<file path="src/rtl/pipe_pkg.sv">
// Shared types and constants for the pipeline hazard controller.
package pipe_pkg;

  typedef enum logic {
    RUN      = 1'b0,
    MEM_WAIT = 1'b1
  } hz_state_t;

  typedef struct packed {
    logic en;
    logic flush;
  } stage_ctl_t;

  localparam logic [4:0] REG_X0 = 5'd0;

  localparam stage_ctl_t CTL_PASS   = '{en: 1'b1, flush: 1'b0};
  localparam stage_ctl_t CTL_HOLD   = '{en: 1'b0, flush: 1'b0};
  localparam stage_ctl_t CTL_BUBBLE = '{en: 1'b1, flush: 1'b1};

endpackage

</file>
<file path="src/rtl/load_use_detect.sv">
// Load-use hazard compare: the load in EX writes a register the ID instruction reads.
module load_use_detect
  import pipe_pkg::*;
(
  input  logic [4:0] id_rs1,
  input  logic [4:0] id_rs2,
  input  logic       id_use_rs1,
  input  logic       id_use_rs2,
  input  logic       ex_memRead,
  input  logic [4:0] ex_rd,
  output logic       lu
);

  // x0 is hard-wired to zero, so a load targeting it never creates a dependency.
  assign lu = ex_memRead && (ex_rd != REG_X0) &&
              ((id_use_rs1 && (id_rs1 == ex_rd)) ||
               (id_use_rs2 && (id_rs2 == ex_rd)));

endmodule

</file>
<file path="src/rtl/pipe_hazard_ctrl.sv">
// Stall/flush sequencer for the 5-stage RV32I pipeline.
// Define PIPE_PERF_CNT_EN to add the stall_cnt / flush_cnt performance counters.
module pipe_hazard_ctrl
  import pipe_pkg::*;
#(
  parameter int MEM_TIMEOUT = 255,
  parameter int CNT_W       = 32
) (
  input  logic             clk,
  input  logic             rst_n,
  input  logic [4:0]       id_rs1,
  input  logic [4:0]       id_rs2,
  input  logic             id_use_rs1,
  input  logic             id_use_rs2,
  input  logic             ex_memRead,
  input  logic [4:0]       ex_rd,
  input  logic             mem_redirect,
  input  logic             mem_dmem_req,
  input  logic             dmem_ready,
  output logic             pc_en,
  output logic             if_id_en,
  output logic             id_ex_en,
  output logic             ex_mem_en,
  output logic             mem_wb_en,
  output logic             if_id_flush,
  output logic             id_ex_flush,
  output logic             ex_mem_flush,
  output logic             mem_wb_flush,
  output logic             pc_redirect,
  output logic             err_timeout
`ifdef PIPE_PERF_CNT_EN
  ,
  output logic [CNT_W-1:0] stall_cnt,
  output logic [CNT_W-1:0] flush_cnt
`endif
);

  localparam int              WAIT_W   = $clog2(MEM_TIMEOUT + 1);
  localparam logic [WAIT_W-1:0] WAIT_MAX = WAIT_W'(MEM_TIMEOUT);

  hz_state_t         state, state_nxt;
  logic [WAIT_W-1:0] wait_cnt, wait_nxt;
  logic              err_q;
  logic              lu, mw;
  stage_ctl_t        if_id_c, id_ex_c, ex_mem_c, mem_wb_c;

  load_use_detect u_lu (
    .id_rs1     (id_rs1),
    .id_rs2     (id_rs2),
    .id_use_rs1 (id_use_rs1),
    .id_use_rs2 (id_use_rs2),
    .ex_memRead (ex_memRead),
    .ex_rd      (ex_rd),
    .lu         (lu)
  );

  assign mw = mem_dmem_req && !dmem_ready;

  always_comb begin
    // NOTE: every signal gets a default before any branch so no path leaves it unassigned (no latch).
    state_nxt   = state;
    wait_nxt    = '0;
    pc_en       = 1'b1;
    pc_redirect = 1'b0;
    if_id_c     = CTL_PASS;
    id_ex_c     = CTL_PASS;
    ex_mem_c    = CTL_PASS;
    mem_wb_c    = CTL_PASS;

    unique case (state)
      RUN:      if (mw)         state_nxt = MEM_WAIT;
      MEM_WAIT: if (dmem_ready) state_nxt = RUN;
      default:                  state_nxt = RUN;
    endcase

    if (state_nxt == MEM_WAIT)
      wait_nxt = (wait_cnt == WAIT_MAX) ? wait_cnt : wait_cnt + WAIT_W'(1);

    if (!rst_n) begin
      // Clock bubbles through every stage while reset is held.
      if_id_c  = CTL_BUBBLE;
      id_ex_c  = CTL_BUBBLE;
      ex_mem_c = CTL_BUBBLE;
      mem_wb_c = CTL_BUBBLE;
    end else if (mw) begin
      pc_en    = 1'b0;
      if_id_c  = CTL_HOLD;
      id_ex_c  = CTL_HOLD;
      ex_mem_c = CTL_HOLD;
      mem_wb_c = CTL_BUBBLE;
    end else if (mem_redirect) begin
      pc_redirect = 1'b1;
      if_id_c     = CTL_BUBBLE;
      id_ex_c     = CTL_BUBBLE;
      ex_mem_c    = CTL_BUBBLE;
    end else if (lu) begin
      pc_en   = 1'b0;
      if_id_c = CTL_HOLD;
      id_ex_c = CTL_BUBBLE;
    end
  end

  // NOTE: clocked state uses non-blocking assignments so all registers update from pre-edge values.
  always_ff @(posedge clk) begin
    if (!rst_n) begin
      state    <= RUN;
      wait_cnt <= '0;
      err_q    <= 1'b0;
    end else begin
      state    <= state_nxt;
      wait_cnt <= wait_nxt;
      err_q    <= err_q || (wait_nxt == WAIT_MAX);
    end
  end

  assign err_timeout  = err_q && rst_n;
  assign if_id_en     = if_id_c.en;
  assign if_id_flush  = if_id_c.flush;
  assign id_ex_en     = id_ex_c.en;
  assign id_ex_flush  = id_ex_c.flush;
  assign ex_mem_en    = ex_mem_c.en;
  assign ex_mem_flush = ex_mem_c.flush;
  assign mem_wb_en    = mem_wb_c.en;
  assign mem_wb_flush = mem_wb_c.flush;

`ifdef PIPE_PERF_CNT_EN
  logic [CNT_W-1:0] stall_q, flush_q;

  always_ff @(posedge clk) begin
    if (!rst_n) begin
      stall_q <= '0;
      flush_q <= '0;
    end else begin
      if (lu || mw)            stall_q <= stall_q + CNT_W'(1);
      if (mem_redirect && !mw) flush_q <= flush_q + CNT_W'(1);
    end
  end

  assign stall_cnt = rst_n ? stall_q : '0;
  assign flush_cnt = rst_n ? flush_q : '0;
`endif

endmodule

</file>
<file path="config.mk">
export PLATFORM = sky130hd
export DESIGN_NAME = pipe_hazard_ctrl
export DESIGN_NICKNAME = d
export VERILOG_FILES = /design/src/rtl/pipe_pkg.sv /design/src/rtl/load_use_detect.sv /design/src/rtl/pipe_hazard_ctrl.sv
export SDC_FILE = /design/constraint.sdc
export NUM_CORES = 1
export LEC_CHECK = 0
export ABC_AREA = 1
export BUFFER_PORTS_ARGS = -buffer_cell sky130_fd_sc_hd__buf_2
export CAP_MARGIN = 20
export CORE_UTILIZATION = 39
export DETAILED_ROUTE_END_ITERATION = 8
export GPL_ROUTABILITY_DRIVEN = 0
export PLACE_DENSITY = 0.67
export SETUP_SLACK_MARGIN = 0.3
export SYNTH_ARGS = -nofsm -noshare
export SYNTH_HDL_FRONTEND = slang
export SYNTH_SLANG_ARGS = --single-unit
</file>
<file path="constraint.sdc">
create_clock -name clk -period 1.5 [get_ports clk]
set_input_delay 0.3 -clock clk [delete_from_list [all_inputs] [get_ports clk]]
set_output_delay 0.3 -clock clk [all_outputs]
set_load 0.02 [all_outputs]
</file>
Word-level counts from Yosys, hierarchy flattened
Index checks and enable logic that the tools add are counted.

Div/mod/pow operators: 0. Shift operators: 0. Eq/ne operators: 4. $lt $le $gt $ge: 0. Reductions and logical operators: 10. Multipliers: 0. Bitwise logic cells: 1. Add/subtract/negate cells: 1. Multiplexer cells: 25.

Operators with widths (number): equality test 8 bit (second input constant) (2); two-way mux 2 bit (8); two-way mux 8 bit (2); two-way mux 1 bit (14); equality test 5 bit (2); adder 8 x 1 -> 8 bit (second input constant) (1); logical AND 1 bit (6); nonzero test 5 bit (1); logical OR 1 bit (2); case mux 1 bit (2 select lines) (1); logical NOT 1 bit (1); inverter 1 bit (1).

Output and inout bits: 11. Bits in latches: 0. Bits in registers: 10. Bits in writable memories: 0. Memories: 0. Bits in read-only memories: 0. Logic and storage cells: 44. Input port bits: 23.

Longest topological paths before layout
Word-level depth: 8. Gate-level depth with buffers: 11. Depth with buffers taken out: 11.

Hierarchy
From an unflattened synthesis, not the netlist that was laid out.

Cell total of the unflattened synthesis: 152. Area total of the unflattened synthesis: 865.8 sq um.

Modules (own cells, without submodules): pipe_hazard_ctrl (cells each 98, instances 1, area an instance 649.4 sq um, seq. area each 200.2 sq um); load_use_detect (cells each 54, instances 1, area an instance 216.5 sq um, seq. area each 0.0 sq um).

Worst setup path after synthesis
OpenSTA, ideal clock, no wires.

Kind: input port to output port. From: input dmem_ready. To: output pc_en. Required time: 1200 ps. Arrival time: 1577 ps. Stages: 7. Slack: -377 ps. Buffers on the path: 1. Cell sequence: inv_1 > nand2_1 > inv_1 > o21ai_0 > inv_1 > nand2_1 > buf_4.

Cells in the longest elaborated chain, start to end: 4.

Ends and longest elaborated chain: start, declared (RTL line pipe_hazard_ctrl.sv:19) `input logic dmem_ready,`; logical NOT 1 bit (RTL line pipe_hazard_ctrl.sv:57) `assign mw = mem_dmem_req && !dmem_ready;`; logical AND 1 bit (RTL line pipe_hazard_ctrl.sv:57); two-way mux 1 bit (RTL line pipe_hazard_ctrl.sv:85) `end else if (mw) begin`; two-way mux 1 bit (RTL line pipe_hazard_ctrl.sv:79) `if (!rst_n) begin`; end, declared (RTL line pipe_hazard_ctrl.sv:20) `output logic pc_en,`.

No other way between the ends.

Worst setup path in the final report
From: input ex_rd[1]. To: output if_id_en.

Cells in the longest elaborated chain, start to end: 8.

Ends and longest elaborated chain: start, declared (RTL line pipe_hazard_ctrl.sv:16) `input logic [4:0] ex_rd,`; equality test 5 bit (on tied branches) (RTL line load_use_detect.sv:16, load_use_detect.sv:17); logical AND 1 bit (on tied branches) (RTL line load_use_detect.sv:16, load_use_detect.sv:17); logical OR 1 bit (RTL line load_use_detect.sv:16) `((id_use_rs1 && (id_rs1 == ex_rd)) ||`; logical AND 1 bit * (RTL line load_use_detect.sv:15) `assign lu = ex_memRead && (ex_rd != REG_X0) &&`; two-way mux 2 bit * (RTL line pipe_hazard_ctrl.sv:96) `end else if (lu) begin`; two-way mux 2 bit * (RTL line pipe_hazard_ctrl.sv:91) `end else if (mem_redirect) begin`; two-way mux 2 bit * (RTL line pipe_hazard_ctrl.sv:85); two-way mux 2 bit * (RTL line pipe_hazard_ctrl.sv:79); end, declared (RTL line pipe_hazard_ctrl.sv:21) `output logic if_id_en,`.

Mark *: on every way between the ends. The rest lies on a longest branch, timed or not.

==> out/results.ini <==
[critical_path]
arrival_ps=1150
worstPathMaxFanout=5
critical_path.max_stage_delay_ps=160
worstSetupStartpointType=input port
worstSetupPathType=in -> out
crit_path_cell_trace=buf_8, inv_8, nor2_4, nor3b_2, nand3_1, nand2_1, nand2_2, nand2_2, nand2_4, buf_6
required_time_of_the_worst_setup_path_ps=1200
cpMaxStageDelayCell=nor3b_2
crit_path_end_kind=output port
cp_common_cell=nand2_2

[clocking]
cts.sinks=10
ctsRootBufferMaster=clkbuf_4
insertion_delay_ps=270
clkSlewWorstSetupHoldPaths_ps=70
cts-buffers-inserted=3
cts_buffer_depth=2
clock_tree.htree_level_count=1
tritoncts_clock_tree=done

[layout]
final_cell_mix=nand2_1, nor2_1, buf_2, inv_1, buf_6
antenna-diode-count=0
fillers=176
drive_gt1_frac=0.460
final_design_area_no_fill_um2=1270
mostFrequentLayoutCell=nand2_1
multi_input_comb_area_um2=579
layout-area-overhead-vs-synth_pct=59.5
final-seq-area_um2=210
final_nets=199

[logic_synthesis]
cell_area_synth_um2=800
post_synth.cell_area_avg_um2=5.92
ys_types=23
count_of_warnings_emitted_by_yosys=0
yosys_register_bits=10
synth_fp_nets=159
seq_area_frac_synth=0.250
synthesis.instances=135

[grt]
global_routing_usage_summed_across_all_routing_layers=0.173
grt_start_max_net_pins=9
grt_pass1_wl_um=2680
number_of_antenna_violations_at_the_first_check_in_global_routing=0
grt_overflow_total=0
first_global_vias=690

[status]
outcome=completed

[timing]
finalClockSkew_ps=6.35
final.hold.worst_slack_ps=335
finalCritPeriodShare=0.967
slew_viol_final=0
report.final.hold_viol_count=0
timing.fmax_ghz=0.690
final.setup.worst_slack_ps=50.0
min_period_ps=1450
setup_tns_ps=0
setup_viol=0
rsz0062_at_grt=yes

[pwr]
worst_ir_drop_vdd_mv=0.519
cellPowerDensity_nw_per_um2=562
total_power_uw=716
p_leak_uw=0.000668

[place]
placedInstanceArea_um2=1050
hpwl_um=1440
place_ws_ps=-32.3
placement.io_buffers=32

[job]
max_cap_viol_count=0

[floorplan]
die_y_um=47.3
floorplan.io_pins=34
horiz_die_dim_um=47.3
die_area_um2=2230
number_of_core_rows=16
initial_core_util=0.412
core_region_area_um2=1940

[detailed_routing]
dr.first_iter.drc_count=3
drt-pass1-iter-count=3
route.final.wire_length_um=2080
drc=0
ant_nets=0
vias_per_cell=4.60
wire_per_inst_um=10.4
dr_total_vias=925

[worst_hold_path]
hold_path.class=in -> reg

## routing by layer
layer	GRT usage	routed length, µm	vias up
met5	0	0	-
met4	0.0400	0	0
met3	0.0731	96	0
met2	0.301	1090	24
met1	0.194	896	412
li1	-	-	489
## kinds of logic after synthesis
group,share of synthesized area
AOI/OAI and AO/OA,0.0736
xor gates and xnor gates,0.0548
adders and majority gates,0.0156
buffers and inverters,0.147
DFF,0.250
other,0.00469
and+or+nand+nor,0.454
## area by class of cell
| cell class | count | area share |
|---|---|---|
| inverters | 23 | 0.0834 |
| repair buffers | 39 | 0.242 |
| flip-flops and latches | 10 | 0.165 |
| multi-input cells | 98 | 0.454 |
| well taps | 27 | 0.0265 |
| clock buffers | 4 | 0.0285 |
## where the power goes
part           total, µW  internal, µW  switching (µW)  leakage (µW)
clock network        244           148            96.9     0.0000210
registers            270           267            3.57     0.0000834
logic                201          97.6             104      0.000564
total                716           512             204      0.000668
## worst max-delay path: cells and delay by family
kind,cells,cell delay (ps)
buffers and inverters,3,270
AND/OR/NAND/NOR,7,550
## worst paths after layout
kind,depth (start not counted),from,slack [ps],to
worst max register to register,11,wait_cnt[1],190,err_q
worst max-delay path,10,ex_rd[1],50,if_id_en
worst min register to register,2,err_q,460,err_q
worst min-delay path,3,rst_n,330,wait_cnt[1]
## per-stage QoR
step,std cells,utilization
global route,201,0.657
finish,201,0.657
detailed placement,192,0.540
floorplan,135,-
CTS,199,0.602
global placement,192,0.540
## sequential cells by signal, indices dropped and copies added (netlist names)
name / count
err_q: 1
state: 1
wait_cnt: 8
## cell usage after synthesis
cell      instances  share of area
a21oi_1           3          0.019
a31oi_1           1         0.0078
buf_4             4          0.038
clkinv_2          1         0.0063
conb_1            1         0.0047
dfxtp_1          10           0.25
ha_1              1          0.016
inv_1            22           0.10
nand2_1          34           0.16
nand2_2           4          0.031
nand2_4           1          0.014
nand3_1          13          0.081
nand3b_1          1         0.0094
nor2_1           21          0.099
nor2_2            1         0.0078
nor2_4            2          0.028
nor3_1            1         0.0063
nor3b_1           1         0.0094
o21ai_0           6          0.038
o21bai_1          1         0.0094
or2_2             1         0.0078
xnor2_1           1          0.011
xor2_1            4          0.044
## timing repair
item,4_1_cts,5_1_grt
resized for setup,19,31
buffers inserted,3,2
hold buffers,0,0
setup endpoints to repair,7,12
pin swaps,8,6
No activity file was read; power rests on OpenSTA's default activity.
